## src/rtl/alu_issue_pkg.sv

```systemverilog
// Shared constants and decode-result layout for the ALU issue stage.
// Decoder behaviour for unsupported encodings depends on ISSUE_ILLEGAL_TRAP_EN.
package alu_issue_pkg;

  localparam int DATA_W = 32;
  localparam int REG_AW = 5;

  // ALUOp: low nibble selects the function, bit 4 marks the signed variant.
  localparam logic [4:0] ALU_ADD    = 5'd0;
  localparam logic [4:0] ALU_SUB    = 5'd1;
  localparam logic [4:0] ALU_AND    = 5'd2;
  localparam logic [4:0] ALU_OR     = 5'd3;
  localparam logic [4:0] ALU_XOR    = 5'd4;
  localparam logic [4:0] ALU_NOR    = 5'd5;
  localparam logic [4:0] ALU_SLL    = 5'd6;
  localparam logic [4:0] ALU_SHR    = 5'd7;
  localparam logic [4:0] ALU_SLT    = 5'd8;
  localparam logic [4:0] ALU_EQ     = 5'd9;
  localparam logic [4:0] ALU_NE     = 5'd10;
  localparam logic [4:0] ALU_LEZ    = 5'd11;
  localparam logic [4:0] ALU_GTZ    = 5'd12;
  localparam logic [4:0] ALU_LTZ    = 5'd13;
  localparam logic [4:0] ALU_SIGNED = 5'h10;

  localparam logic [5:0] OP_RTYPE  = 6'h00;
  localparam logic [5:0] OP_REGIMM = 6'h01;
  localparam logic [5:0] OP_BEQ    = 6'h04;
  localparam logic [5:0] OP_BNE    = 6'h05;
  localparam logic [5:0] OP_BLEZ   = 6'h06;
  localparam logic [5:0] OP_BGTZ   = 6'h07;
  localparam logic [5:0] OP_ADDI   = 6'h08;
  localparam logic [5:0] OP_ADDIU  = 6'h09;
  localparam logic [5:0] OP_SLTI   = 6'h0a;
  localparam logic [5:0] OP_SLTIU  = 6'h0b;
  localparam logic [5:0] OP_ANDI   = 6'h0c;
  localparam logic [5:0] OP_ORI    = 6'h0d;
  localparam logic [5:0] OP_XORI   = 6'h0e;
  localparam logic [5:0] OP_LUI    = 6'h0f;
  localparam logic [5:0] OP_LW     = 6'h23;
  localparam logic [5:0] OP_SW     = 6'h2b;

  localparam logic [5:0] F_SLL  = 6'h00;
  localparam logic [5:0] F_SRL  = 6'h02;
  localparam logic [5:0] F_SRA  = 6'h03;
  localparam logic [5:0] F_SLLV = 6'h04;
  localparam logic [5:0] F_SRLV = 6'h06;
  localparam logic [5:0] F_SRAV = 6'h07;
  localparam logic [5:0] F_ADD  = 6'h20;
  localparam logic [5:0] F_ADDU = 6'h21;
  localparam logic [5:0] F_SUB  = 6'h22;
  localparam logic [5:0] F_SUBU = 6'h23;
  localparam logic [5:0] F_AND  = 6'h24;
  localparam logic [5:0] F_OR   = 6'h25;
  localparam logic [5:0] F_XOR  = 6'h26;
  localparam logic [5:0] F_NOR  = 6'h27;
  localparam logic [5:0] F_SLT  = 6'h2a;
  localparam logic [5:0] F_SLTU = 6'h2b;

  typedef struct packed {
    logic [4:0]        op;
    logic [DATA_W-1:0] in1;
    logic [DATA_W-1:0] in2;
    logic [REG_AW-1:0] dst;
    logic              reg_write;
    logic              branch;
    logic              illegal;
  } dec_t;

endpackage

```

## src/rtl/alu_issue_if.sv

```systemverilog
// ID->EX issue bundle. Handshake: an instruction moves from ID into the EX
// register on a clock edge where id_valid=1 and id_ready=1 (id_ready = !ex_stall).
interface alu_issue_if;
  import alu_issue_pkg::*;

  logic              id_valid;
  logic              id_ready;
  logic [31:0]       id_instr;
  logic [DATA_W-1:0] id_rs_data;
  logic [DATA_W-1:0] id_rt_data;
  logic              ex_stall;
  logic              ex_flush;
  logic              ex_valid;
  logic [4:0]        ex_alu_op;
  logic [DATA_W-1:0] ex_in1;
  logic [DATA_W-1:0] ex_in2;
  logic [REG_AW-1:0] ex_dst;
  logic              ex_reg_write;
  logic              ex_branch;
  logic              ex_illegal;

  modport master (
    output id_valid, id_instr, id_rs_data, id_rt_data, ex_stall, ex_flush,
    input  id_ready, ex_valid, ex_alu_op, ex_in1, ex_in2, ex_dst,
           ex_reg_write, ex_branch, ex_illegal
  );

  modport slave (
    input  id_valid, id_instr, id_rs_data, id_rt_data, ex_stall, ex_flush,
    output id_ready, ex_valid, ex_alu_op, ex_in1, ex_in2, ex_dst,
           ex_reg_write, ex_branch, ex_illegal
  );
endinterface

```

## src/rtl/alu_op_decoder.sv

```systemverilog
// Combinational MIPS -> ALUOp decode with operand selection.
// ISSUE_ILLEGAL_TRAP_EN: flag unsupported encodings on illegal instead of a silent NOP.
module alu_op_decoder
  import alu_issue_pkg::*;
(
  input  logic [31:0]       instr,
  input  logic [DATA_W-1:0] rs,
  input  logic [DATA_W-1:0] rt,
  output dec_t              dec
);

  logic [5:0]        opcode;
  logic [5:0]        funct;
  logic [REG_AW-1:0] rt_f;
  logic [REG_AW-1:0] rd_f;
  logic [4:0]        shamt;
  logic [DATA_W-1:0] imm_s;
  logic [DATA_W-1:0] imm_z;
  logic              legal;

  assign opcode = instr[31:26];
  assign funct  = instr[5:0];
  assign rt_f   = instr[20:16];
  assign rd_f   = instr[15:11];
  assign shamt  = instr[10:6];
  assign imm_s  = {{(DATA_W-16){instr[15]}}, instr[15:0]};
  assign imm_z  = {{(DATA_W-16){1'b0}}, instr[15:0]};

  always_comb begin
    dec       = '0;
    dec.in1   = rs;
    dec.in2   = rt;
    legal     = 1'b1;
    case (opcode)
      OP_RTYPE: begin
        dec.dst       = rd_f;
        dec.reg_write = 1'b1;
        case (funct)
          F_ADD, F_ADDU: dec.op = ALU_ADD;
          F_SUB, F_SUBU: dec.op = ALU_SUB;
          F_AND:         dec.op = ALU_AND;
          F_OR:          dec.op = ALU_OR;
          F_XOR:         dec.op = ALU_XOR;
          F_NOR:         dec.op = ALU_NOR;
          F_SLT:         dec.op = ALU_SLT | ALU_SIGNED;
          F_SLTU:        dec.op = ALU_SLT;
          F_SLL:  begin dec.op = ALU_SLL;              dec.in1 = {{(DATA_W-5){1'b0}}, shamt}; end
          F_SRL:  begin dec.op = ALU_SHR;              dec.in1 = {{(DATA_W-5){1'b0}}, shamt}; end
          F_SRA:  begin dec.op = ALU_SHR | ALU_SIGNED; dec.in1 = {{(DATA_W-5){1'b0}}, shamt}; end
          F_SLLV: begin dec.op = ALU_SLL;              dec.in1 = {{(DATA_W-5){1'b0}}, rs[4:0]}; end
          F_SRLV: begin dec.op = ALU_SHR;              dec.in1 = {{(DATA_W-5){1'b0}}, rs[4:0]}; end
          F_SRAV: begin dec.op = ALU_SHR | ALU_SIGNED; dec.in1 = {{(DATA_W-5){1'b0}}, rs[4:0]}; end
          default: legal = 1'b0;
        endcase
      end
      OP_ADDI, OP_ADDIU, OP_LW, OP_SW: begin
        dec.op        = ALU_ADD;
        dec.in2       = imm_s;
        dec.dst       = rt_f;
        dec.reg_write = (opcode != OP_SW);
      end
      OP_ANDI, OP_ORI, OP_XORI: begin
        dec.op        = (opcode == OP_ANDI) ? ALU_AND : (opcode == OP_ORI) ? ALU_OR : ALU_XOR;
        dec.in2       = imm_z;
        dec.dst       = rt_f;
        dec.reg_write = 1'b1;
      end
      OP_SLTI, OP_SLTIU: begin
        dec.op        = (opcode == OP_SLTI) ? (ALU_SLT | ALU_SIGNED) : ALU_SLT;
        dec.in2       = imm_s;
        dec.dst       = rt_f;
        dec.reg_write = 1'b1;
      end
      OP_LUI: begin
        // The ALU builds imm<<16 as a left shift by a constant 16.
        dec.op        = ALU_SLL;
        dec.in1       = DATA_W'(16);
        dec.in2       = imm_z;
        dec.dst       = rt_f;
        dec.reg_write = 1'b1;
      end
      OP_BEQ:  begin dec.op = ALU_EQ;  dec.branch = 1'b1; end
      OP_BNE:  begin dec.op = ALU_NE;  dec.branch = 1'b1; end
      OP_BLEZ: begin dec.op = ALU_LEZ; dec.branch = 1'b1; end
      OP_BGTZ: begin dec.op = ALU_GTZ; dec.branch = 1'b1; end
      OP_REGIMM: begin
        if (rt_f == '0) begin
          dec.op     = ALU_LTZ;
          dec.branch = 1'b1;
        end else begin
          legal = 1'b0;
        end
      end
      default: legal = 1'b0;
    endcase

    if (!legal) begin
      dec.op        = ALU_ADD;
      dec.in1       = rs;
      dec.in2       = rt;
      dec.dst       = '0;
      dec.reg_write = 1'b0;
      dec.branch    = 1'b0;
    end
`ifdef ISSUE_ILLEGAL_TRAP_EN
    dec.illegal = !legal;
`else
    dec.illegal = 1'b0;
`endif
    if (dec.dst == '0) dec.reg_write = 1'b0;
  end

endmodule

```

## src/rtl/alu_issue_stage.sv

```systemverilog
// ID->EX pipeline register feeding the ALU; priority reset > flush > stall > load.
// ex_illegal is only ever set when ISSUE_ILLEGAL_TRAP_EN is defined.
module alu_issue_stage
  import alu_issue_pkg::*;
(
  input  logic       clk,
  input  logic       reset,
  alu_issue_if.slave bus
);

  dec_t dec;

  alu_op_decoder u_dec (
    .instr (bus.id_instr),
    .rs    (bus.id_rs_data),
    .rt    (bus.id_rt_data),
    .dec   (dec)
  );

  assign bus.id_ready = !bus.ex_stall;

  always_ff @(posedge clk) begin
    if (reset) begin
      bus.ex_valid     <= 1'b0;
      bus.ex_alu_op    <= ALU_ADD;
      bus.ex_in1       <= '0;
      bus.ex_in2       <= '0;
      bus.ex_dst       <= '0;
      bus.ex_reg_write <= 1'b0;
      bus.ex_branch    <= 1'b0;
      bus.ex_illegal   <= 1'b0;
    end else if (bus.ex_flush) begin
      // Only the valid bit dies; the payload stays for debug visibility.
      bus.ex_valid <= 1'b0;
    end else if (!bus.ex_stall) begin
      bus.ex_valid     <= bus.id_valid;
      bus.ex_alu_op    <= dec.op;
      bus.ex_in1       <= dec.in1;
      bus.ex_in2       <= dec.in2;
      bus.ex_dst       <= dec.dst;
      bus.ex_reg_write <= bus.id_valid & dec.reg_write;
      bus.ex_branch    <= bus.id_valid & dec.branch;
      bus.ex_illegal   <= dec.illegal;
    end
  end

endmodule
```

## src/flat_wrapper.sv

```systemverilog
// flat-port wrapper written by rule: the top's interface ports become plain ports
module alu_issue_stage_flat import alu_issue_pkg::*;
  (clk, reset, bus_id_valid, bus_id_instr, bus_id_rs_data, bus_id_rt_data, bus_ex_stall, bus_ex_flush, bus_id_ready, bus_ex_valid, bus_ex_alu_op, bus_ex_in1, bus_ex_in2, bus_ex_dst, bus_ex_reg_write, bus_ex_branch, bus_ex_illegal);
  alu_issue_if bus_i ();
  input  logic clk;
  input  logic reset;
  input wire logic [$bits(bus_i.id_valid)-1:0] bus_id_valid;
  input wire logic [$bits(bus_i.id_instr)-1:0] bus_id_instr;
  input wire logic [$bits(bus_i.id_rs_data)-1:0] bus_id_rs_data;
  input wire logic [$bits(bus_i.id_rt_data)-1:0] bus_id_rt_data;
  input wire logic [$bits(bus_i.ex_stall)-1:0] bus_ex_stall;
  input wire logic [$bits(bus_i.ex_flush)-1:0] bus_ex_flush;
  output wire logic [$bits(bus_i.id_ready)-1:0] bus_id_ready;
  output wire logic [$bits(bus_i.ex_valid)-1:0] bus_ex_valid;
  output wire logic [$bits(bus_i.ex_alu_op)-1:0] bus_ex_alu_op;
  output wire logic [$bits(bus_i.ex_in1)-1:0] bus_ex_in1;
  output wire logic [$bits(bus_i.ex_in2)-1:0] bus_ex_in2;
  output wire logic [$bits(bus_i.ex_dst)-1:0] bus_ex_dst;
  output wire logic [$bits(bus_i.ex_reg_write)-1:0] bus_ex_reg_write;
  output wire logic [$bits(bus_i.ex_branch)-1:0] bus_ex_branch;
  output wire logic [$bits(bus_i.ex_illegal)-1:0] bus_ex_illegal;
  assign bus_i.id_valid = bus_id_valid;
  assign bus_i.id_instr = bus_id_instr;
  assign bus_i.id_rs_data = bus_id_rs_data;
  assign bus_i.id_rt_data = bus_id_rt_data;
  assign bus_i.ex_stall = bus_ex_stall;
  assign bus_i.ex_flush = bus_ex_flush;
  assign bus_id_ready = bus_i.id_ready;
  assign bus_ex_valid = bus_i.ex_valid;
  assign bus_ex_alu_op = bus_i.ex_alu_op;
  assign bus_ex_in1 = bus_i.ex_in1;
  assign bus_ex_in2 = bus_i.ex_in2;
  assign bus_ex_dst = bus_i.ex_dst;
  assign bus_ex_reg_write = bus_i.ex_reg_write;
  assign bus_ex_branch = bus_i.ex_branch;
  assign bus_ex_illegal = bus_i.ex_illegal;
  alu_issue_stage u_core (.clk(clk), .reset(reset), .bus(bus_i));
endmodule
```

## config.mk

```make
export PLATFORM = sky130hd
export DESIGN_NAME = alu_issue_stage_flat
export DESIGN_NICKNAME = d
export VERILOG_FILES = /design/src/rtl/alu_issue_pkg.sv /design/src/rtl/alu_issue_if.sv /design/src/rtl/alu_op_decoder.sv /design/src/rtl/alu_issue_stage.sv /design/src/flat_wrapper.sv
export SDC_FILE = /design/constraint.sdc
export NUM_CORES = 1
export LEC_CHECK = 0
export ABC_AREA = 1
export CAP_MARGIN = 40
export CORE_ASPECT_RATIO = 2
export CORE_MARGIN = 2
export CORE_UTILIZATION = 55
export CTS_BUF_LIST = sky130_fd_sc_hd__clkbuf_4
export DETAILED_ROUTE_END_ITERATION = 16
export DONT_BUFFER_PORTS = 1
export GPL_ROUTABILITY_DRIVEN = 1
export GPL_TIMING_DRIVEN = 0
export PLACE_DENSITY = 0.67
export SLEW_MARGIN = 40
export SYNTH_ARGS = -nofsm -noshare
export SYNTH_HDL_FRONTEND = slang
export SYNTH_SLANG_ARGS = --single-unit
```

## constraint.sdc

```tcl
create_clock -name clk -period 2.7 [get_ports clk]
set_input_delay 0.405 -clock clk [delete_from_list [all_inputs] [get_ports clk]]
set_output_delay 0.405 -clock clk [all_outputs]
set_load 0.02 [all_outputs]
```

# Word-level counts from Yosys, hierarchy flattened

Cells that the tools add are included.

Register bits: 77
Output and inout port bits: 79
Logic and storage cells: 80

Equality and inequality tests: 31
Muxes and demuxes: 16
Bitwise gates (word level): 4
Reductions and logical operators: 22

Operators with widths:

| kind               | number |
|---|---|
| $pmux 32 s2        | 3 |
| $mux 76            | 1 |
| $eq 6x6->1 const B | 12 |
| $pmux 5 s10        | 1 |
| $eq 6x4->1 const B | 8 |
| $pmux 5 s9         | 1 |
| $eq 6x3->1 const B | 7 |
| $pmux 6 s3         | 1 |
| $reduce_or 16->1   | 1 |
| $reduce_or 14->1   | 1 |
| $eq 6x2->1 const B | 2 |
| $logic_not 6->1    | 2 |
| $reduce_or 2->1    | 6 |
| $reduce_or 4->1    | 3 |
| $reduce_or 6->1    | 2 |
| $logic_not 5->1    | 2 |
| $reduce_or 3->1    | 3 |
| $eq 6x1->1 const B | 1 |
| $mux 3             | 2 |
| $ne 6x6->1 const B | 1 |
| $mux 5             | 1 |
| $mux 4             | 1 |
| $mux 1             | 3 |
| $pmux 1 s3         | 1 |
| other kinds (5)    | 7 |

# Depth between registers and ports, before layout

Gate-level depths: netlist (run 1).

Word-level depth: 8
Depth in mapped cells: 11
Gate-level depth less buffers: 11

# Cells and area by module

A second synthesis (run 1) with hierarchy kept.

Cell total of the unflattened synthesis: 786
Area total of the unflattened synthesis: 4,419.2 um^2

Modules (own cells, without submodules):

| module          | instances | cells an instance | area each (um^2) | seq. area each (um^2) |
|---|---|---|---|---|
| alu_issue_stage | 1         | 494               | 3,158.0          | 1,561.5 |
| alu_op_decoder  | 1         | 292               | 1,261.2          | 0.0 |

# Worst setup path before layout (run 1)

Ideal clock, no wire load.

Kind: input-to-reg
From: input port bus_id_instr[5]
To: register u_core.bus.ex_in1[1]
Setup time: 0.109 ns
Arrival time: 1.388 ns
Data required time: 2.591 ns
Slack: 1.203 ns
Stages on the path: 11
Cells stage by stage: inv_1 -> nor2_2 -> nand3_2 -> a21oi_2 -> nor2_1 -> nor2_1 -> nor2_1 -> nand2_1 -> nand3_1 -> nand2_1 -> inv_1

Word-level cells in the longest chain between the ends: 5
Elaborated cells on any way between the ends: 24
Those cells by class: eq/ne (15); mux (5); reduce/logical (4)

RTL lines:

| element                                                       | line                  | RTL |
|---|---|---|
| start: declaration                                            | flat_wrapper.sv:8     | `input wire logic [$bits(bus_i.id_instr)-1:0] bus_id_instr;` |
| $eq 6x3->1, or another cell as far along                      | alu_op_decoder.sv:38  | `case (funct)` |
| $reduce_or 16->1 (no line) or $reduce_or 3->1 (tied branches) | --                    |  |
| $mux 1 or $pmux 32 s2 (tied branches)                         | alu_op_decoder.sv:38  |  |
| $pmux 1 s3 or $pmux 32 s2 (tied branches)                     | alu_op_decoder.sv:34  | `case (opcode)` |
| $mux 76 *                                                     | alu_op_decoder.sv:97  | `if (!legal) begin` |
| end signal: assignment                                        | alu_issue_stage.sv:38 | `bus.ex_in1 <= dec.in1;` |
| end: declaration                                              | alu_issue_if.sv:30    | `output id_ready, ex_valid, ex_alu_op, ex_in1, ex_in2, ex_dst,` |

Every way passes the cells marked *; elsewhere a longest branch is shown, timed or not.
A chain may end at the register's enable or synchronous reset.

# Worst setup path after layout (run 1)

From: register u_core.bus.ex_dst[3]
To: output port bus_ex_dst[3]

RTL lines:

| element                  | line                  | RTL |
|---|---|---|
| start: declaration       | alu_issue_if.sv:30    |  |
| start signal: assignment | alu_issue_stage.sv:40 | `bus.ex_dst <= dec.dst;` |
| end: declaration         | flat_wrapper.sv:18    | `output wire logic [$bits(bus_i.ex_dst)-1:0] bus_ex_dst;` |

No word-level cell between the ends.

==> flow_summary.yaml, run 1 <==
floorplan:
  die_x_microns: 61.25
  start_util_pct: 57.13
  fp.dieH_microns: 118.5
  core_area_sq_um: 6310
  pin_count: 180
  die-area_sq_um: 7257
  rows: 41
worst_setup_path:
  worst-setup-path-type: "reg2out"
  worstPathRequired_ns: 2.30
  cp.arrival_ns: 0.95
  cp-end-kind: "primary output"
  cp_max_fo: 2
  start_kind: "flop"
global_routing:
  antenna_found_initial: 0
  track_usage_pct: 28.55
  grt_max_degree: 15
  grt_pass1_vias: 3318
  grt_pass1_wl_microns: 15530
  overflow: 0
cells_and_area:
  syn2layout_area_growth_pct: 7.567
  layout_commonest_cell: "nand2_1"
  layout.cells.non_filler: 587
  drive_above_1_share_pct: 12.77
  final_cell_mix: "96 x nand2_1, 79 x a21oi_1, 77 x dfxtp_1"
  final_nets: 597
  antennaDiodeCount: 0
timing:
  maxSlewViolCount: 0
  finalSetupTns_ns: 0
  fin_crit_ns: 1.354
  fmax_mhz: 738.7
  hold_viol: 0
  holdWs_ns: 0.01969
  rsz0062_at_grt: "no"
  tightest_slew_ns: 0.5762
  finalCritPeriodShare_pct: 50.14
  fin_skew_ns: 0
  setup_violations: 0
  relSlewSlack_pct: 61.59
clock_network:
  cts_setup_buffers: 0
  cts-root-buf: "clkbuf_4"
  cts_buffers: 9
  htree_levels: 3
  cts_resized: 0
  cts_tree: "done"
  clkSinkCount: 77
  cts.path.max_buffers: 2
  path_clk_slew_ns: 0.13
  cts_hold_buf: 0
  clk_latency_ns: 0.43
power_and_ir_drop:
  comb_power_share_pct: 10.7
  p_clk_share_pct: 34.0
  internal_power_w: 0.001658
  leakage_nw: 1.533
  power_density_nw_per_um2: 608.4
  ir_drop_v: 0.0006641
  p_sw_share_pct: 29.70
  p_total_w: 0.002359
  p_sw_w: 0.0007005
  p_seq_share_pct: 55.3
status:
  status: "finished, final reports clean"
routing:
  drt_iter0_drc: 193
  routed_via_density: 5.818
  wl_microns: 10510
  route.detailed.drc: 0
  wire_per_inst_microns: 17.91
  vias: 3415
  drt-pass1-iter-count: 4
  ant_nets: 0
hold_path:
  hold_path_class: "in2reg"
synthesis:
  syn-num-nets: 586
  synth.distinct_cells: 36
  syn-cell-area_sq_um: 3605
  synth.avg_cell_area_sq_um: 7.432
  seq_area_frac_synth_pct: 42.76
  yosys_warnings: 0
  ys_ff_latch: 77
  synthCells: 485
flow_run:
  maxCapViolCount: 0
placement:
  dpl.hpwl_microns: 8329
  dp_cells: 571
  port-buffer-count: 0
  gp_congestion: 0.9246
-- registers in the layout, summed over array words and instances (netlist names) --
name,flops
u_core.bus.ex_in1,32
u_core.bus.ex_in2,32
u_core.bus.ex_alu_op,5
u_core.bus.ex_dst,5
u_core.bus.ex_branch,1
u_core.bus.ex_reg_write,1
u_core.bus.ex_valid,1
-- cells in the mapped netlist (all sizes together) --
master,count,share of area (%)
dfxtp,77,43
nand3,39,7.1
a211oi,1,0.21
nor4,1,0.17
o32ai,1,0.24
nand4,5,0.87
a21oi,83,12
o221ai,2,0.49
nor2,33,4.9
o31ai,1,0.21
nand2,100,11
buf,15,3.1
nor3,3,0.56
o21ai,58,8.5
inv,34,3.5
o21bai,3,0.62
a31oi,5,0.87
a221oi,1,0.24
conb,1,0.10
clkbuf,17,1.8
o21a,5,1.0
-- power groups by stage --
| stage | clock (W) | sequential (W) | combinational [W] |
|---|---|---|---|
| 2_1_floorplan | 0 | 0.00132 | 0.000196 |
| 3_3_place_gp | 0 | 0.00133 | 0.000242 |
| 3_5_place_dp | 0 | 0.00133 | 0.000249 |
| 4_1_cts | 0.000814 | 0.00131 | 0.000251 |
| 5_1_grt | 0.000856 | 0.00131 | 0.000282 |
| 6_report | 0.000802 | 0.00130 | 0.000252 |
-- through the flow --
stage | setup WS (ns) | util (%) | area, sq um
finish | 1.346 | 61.45 | 3877
global route | 1.225 | 61.45 | 3877
CTS | 1.309 | 61.45 | 3877
detailed placement | 0.8732 | 58.83 | 3712
global placement | 0.9361 | 58.83 | 3712
floorplan | 1.203 | - | 3605
-- per-layer routing --
layer / track usage [%] / vias up / wire, microns
met4: 13.86 / 0 / 301
met5: 0 / - / 0
met2: 51.66 / 151 / 5761
met1: 27.19 / 1576 / 3501
li1: - / 1662 / -
met3: 8.206 / 26 / 947
-- final timing paths --
check | startpoint | end | slack (ns) | cells past startpoint
setup / recovery | u_core.bus.ex_dst[3]$_SDFFE_PP0P_ | bus_ex_dst[3] | 1.35 | 0
hold / removal | bus_ex_flush | u_core.bus.ex_valid$_SDFFE_PP0N_ | 0.02 | 1
setup reg to reg | u_core.bus.ex_dst[3]$_SDFFE_PP0P_ | u_core.bus.ex_dst[3]$_SDFFE_PP0P_ | 1.82 | 4
hold reg to reg | u_core.bus.ex_valid$_SDFFE_PP0N_ | u_core.bus.ex_valid$_SDFFE_PP0N_ | 0.58 | 2
-- final cells by class --
| type | instances | area [sq um] |
|---|---|---|
| plain buffers | 32 | 173.9 |
| clock buffers | 9 | 67.56 |
| clock inverters | 7 | 97.59 |
| fillers | 644 | 2432 |
| inverters | 34 | 127.6 |
| multi-input cells | 342 | 1762 |
| flip-flops and latches | 77 | 1541 |
| well taps | 86 | 107.6 |
-- cells by family after synthesis --
| kind of cell | synth area share [%] |
|---|---|
| AO/OA/AOI/OAI | 24.54 |
| flip-flops | 42.76 |
| other | 0.1040 |
| AND/OR/NAND/NOR | 24.23 |
| buffers and inverters | 8.365 |
No activity file was read; power rests on OpenSTA's default activity.
==> run 2, diff against run 1 <==
- PLACE_DENSITY: 0.67 -> 0.7
- clock period: 2.7 -> 1.2 ns (I/O delays scaled with it)
==> run 2 against run 1 <==
  * Sequential power grew 130%
  * Hold slack got worse by 0.0043 ns
  * Total power increased by 150%
  * Sequential share of layout area fell by 7.1 points
  * Global-route usage up 6.2 points
  * Core utilization is 13 points higher
  * First-iteration DRC count is 26% higher
  * Via count grew 12%
  * Critical endpoint is now bus_ex_in1[4]
  * Largest cell class unchanged
==> flow_summary.yaml, run 2 (synthesized netlist as in run 1, its figures left out) <==
status:
  status: "finished, final reports clean"
flow_run:
  maxCapViolCount: 0
routing:
  drt_iter0_drc: 244
  vias: 3825
  route.detailed.drc: 0
  wire_per_inst_microns: 18.66
  routed_via_density: 5.795
  drt-pass1-iter-count: 6
  wl_microns: 12310
  ant_nets: 0
timing:
  fin_skew_ns: 0
  fmax_mhz: 867.8
  setup_violations: 0
  finalCritPeriodShare_pct: 96.03
  hold_viol: 0
  setup_ws_ns: 0.04768
  maxSlewViolCount: 0
  tightest_slew_ns: 0.5730
  rsz0062_at_grt: "no"
  finalSetupTns_ns: 0
  relSlewSlack_pct: 61.80
  fin_crit_ns: 1.152
clock_network:
  cts-root-buf: "clkbuf_4"
  path_clk_slew_ns: 0.14
  cts_tree: "done"
  clkSinkCount: 77
  cts_setup_buffers: 0
  cts_buffers: 9
  htree_levels: 3
  clk_latency_ns: 0.45
  cts.path.max_buffers: 2
global_routing:
  antenna_found_initial: 1
  grt_max_degree: 15
  grt_pass1_wl_microns: 18730
  busiest_layer: "met2"
  grt.met3_usage_pct: 12.04
  use_met1_pct: 32.55
  overflow: 0
  grt_use_met2_pct: 60.64
  track_usage_pct: 34.74
  grt_pass1_vias: 3899
floorplan:
  rows: 41
  pin_count: 180
  die-area_sq_um: 7257
  start_util_pct: 57.13
  fp.dieH_microns: 118.5
  die_x_microns: 61.25
  core_area_sq_um: 6310
cells_and_area:
  fillerInstances: 495
  postLayoutCellArea_sq_um: 4715
  drive_above_1_share_pct: 12.74
  final_cell_mix: "94 x nand2_1, 79 x a21oi_1, 77 x dfxtp_1"
  final_nets: 669
  top_regs: "u_core.bus.ex_in1 x32, u_core.bus.ex_in2 x32"
  syn2layout_area_growth_pct: 30.79
  layout_commonest_cell: "nand2_1"
worst_setup_path:
  worstPathRequired_ns: 1.02
  cp.arrival_ns: 0.97
  r2r-start: "u_core.bus.ex_in2[31]$_SDFFE_PP0P_"
  r2r_end: "u_core.bus.ex_in2[31]$_SDFFE_PP0P_"
  start_kind: "flop"
  worst-setup-path-type: "reg2out"
  reg2reg_depth: 2
  r2r_slack_ns: 0.33
  cp_max_fo: 2
  cp-end-kind: "primary output"
hold_path:
  hold_depth: 3
  hold_path.startpoint: "bus_ex_stall"
  holdPathEnd: "u_core.bus.ex_valid$_SDFFE_PP0N_"
  hold_path_class: "in2reg"
power_and_ir_drop:
  internal_power_w: 0.004113
  power_density_nw_per_um2: 1234
  comb_power_share_pct: 13.9
  p_sw_w: 0.001706
  p_clk_share_pct: 35.5
  p_sw_share_pct: 29.32
  leakage_nw: 1.871
  ir_drop_v: 0.001201
  p_seq_share_pct: 50.6
placement:
  place_ws_ns: -0.3269
  port-buffer-count: 0
  dpl.hpwl_microns: 8281
  gp_congestion: 0.9791
  dpl-instance-area_sq_um: 3801
run 2: changes by cell type in the layout (fill, tap and decap cells not counted), moves of 2 or more:
| cell | before | now |
|---|---|---|
| nor2_1 | 24 | 21 |
| nor2_4 | 3 | 6 |
| dlygate4sd3_1 | 0 | 72 |
| nand2_1 | 96 | 94 |
run 2: area by class of cell:
class                   count  area [sq um]  area share (%)
multi-input cells         342          1822           38.64
flip-flops and latches     77          1541           32.70
repair buffers             72         720.7           15.29
plain buffers              32         175.2           3.716
inverters                  34         156.4           3.317
clock inverters             7         121.4           2.574
well taps                  86         107.6           2.282
clock buffers               9         67.56           1.433
diodes                      1         2.502         0.05308
run 2: worst max path at each step:
stage | start | end | slack [ns] | cells after the start
6_report | u_core.bus.ex_in1[4]$_SDFFE_PP0P_ | bus_ex_in1[4] | 0.05 | 0
5_1_grt | bus_id_instr[15] | u_core.bus.ex_in2[31]$_SDFFE_PP0P_ | 0.03 | 4
4_1_cts | u_core.bus.ex_in1[4]$_SDFFE_PP0P_ | bus_ex_in1[4] | 0.05 | 0
3_5_place_dp | bus_ex_stall | u_core.bus.ex_in2[19]$_SDFFE_PP0P_ | -0.33 | 5
3_3_place_gp | bus_ex_stall | u_core.bus.ex_in1[4]$_SDFFE_PP0P_ | -0.28 | 5
2_1_floorplan | bus_id_instr[5] | u_core.bus.ex_in1[1]$_SDFFE_PP0P_ | -0.01 | 11
run 2: layer usage:
| layer | part of all wire (%) | wire [microns] | vias up |
|---|---|---|---|
| li1 | - | - | 1805 |
| met1 | 33 | 4064 | 1752 |
| met2 | 53 | 6572 | 214 |
| met3 | 8.3 | 1022 | 54 |
| met4 | 5.3 | 655 | 0 |
| met5 | 0 | 0 | - |
run 2: power by group through the flow:
stage	registers [W]	clock network [W]	logic [W]
after floorplan	0.00297	0	0.000459
after global placement	0.00300	0	0.000569
after detailed placement	0.00300	0	0.000583
after CTS	0.00294	0.00206	0.000780
after global routing	0.00296	0.00215	0.000879
final	0.00294	0.00207	0.000808
run 2: what timing repair did:
item                                    CTS  global route
endpoints found under the hold margin    68             1
resized for setup                         0             2
hold buffers                             71             1
endpoints found under the setup margin    0             5
run 2: per-stage QoR:
stage                     std cells  total power, W  utilization, %  hold slack [ns]
after CTS                       658        0.005784           74.50         0.001244
final                           660        0.005819           74.72          0.01537
after detailed placement        571        0.003581           60.24           0.2616
after global placement          571        0.003566           60.24           0.2620
after global routing            660        0.005987           74.72          0.04291
after floorplan                 485        0.003425               -           0.2585
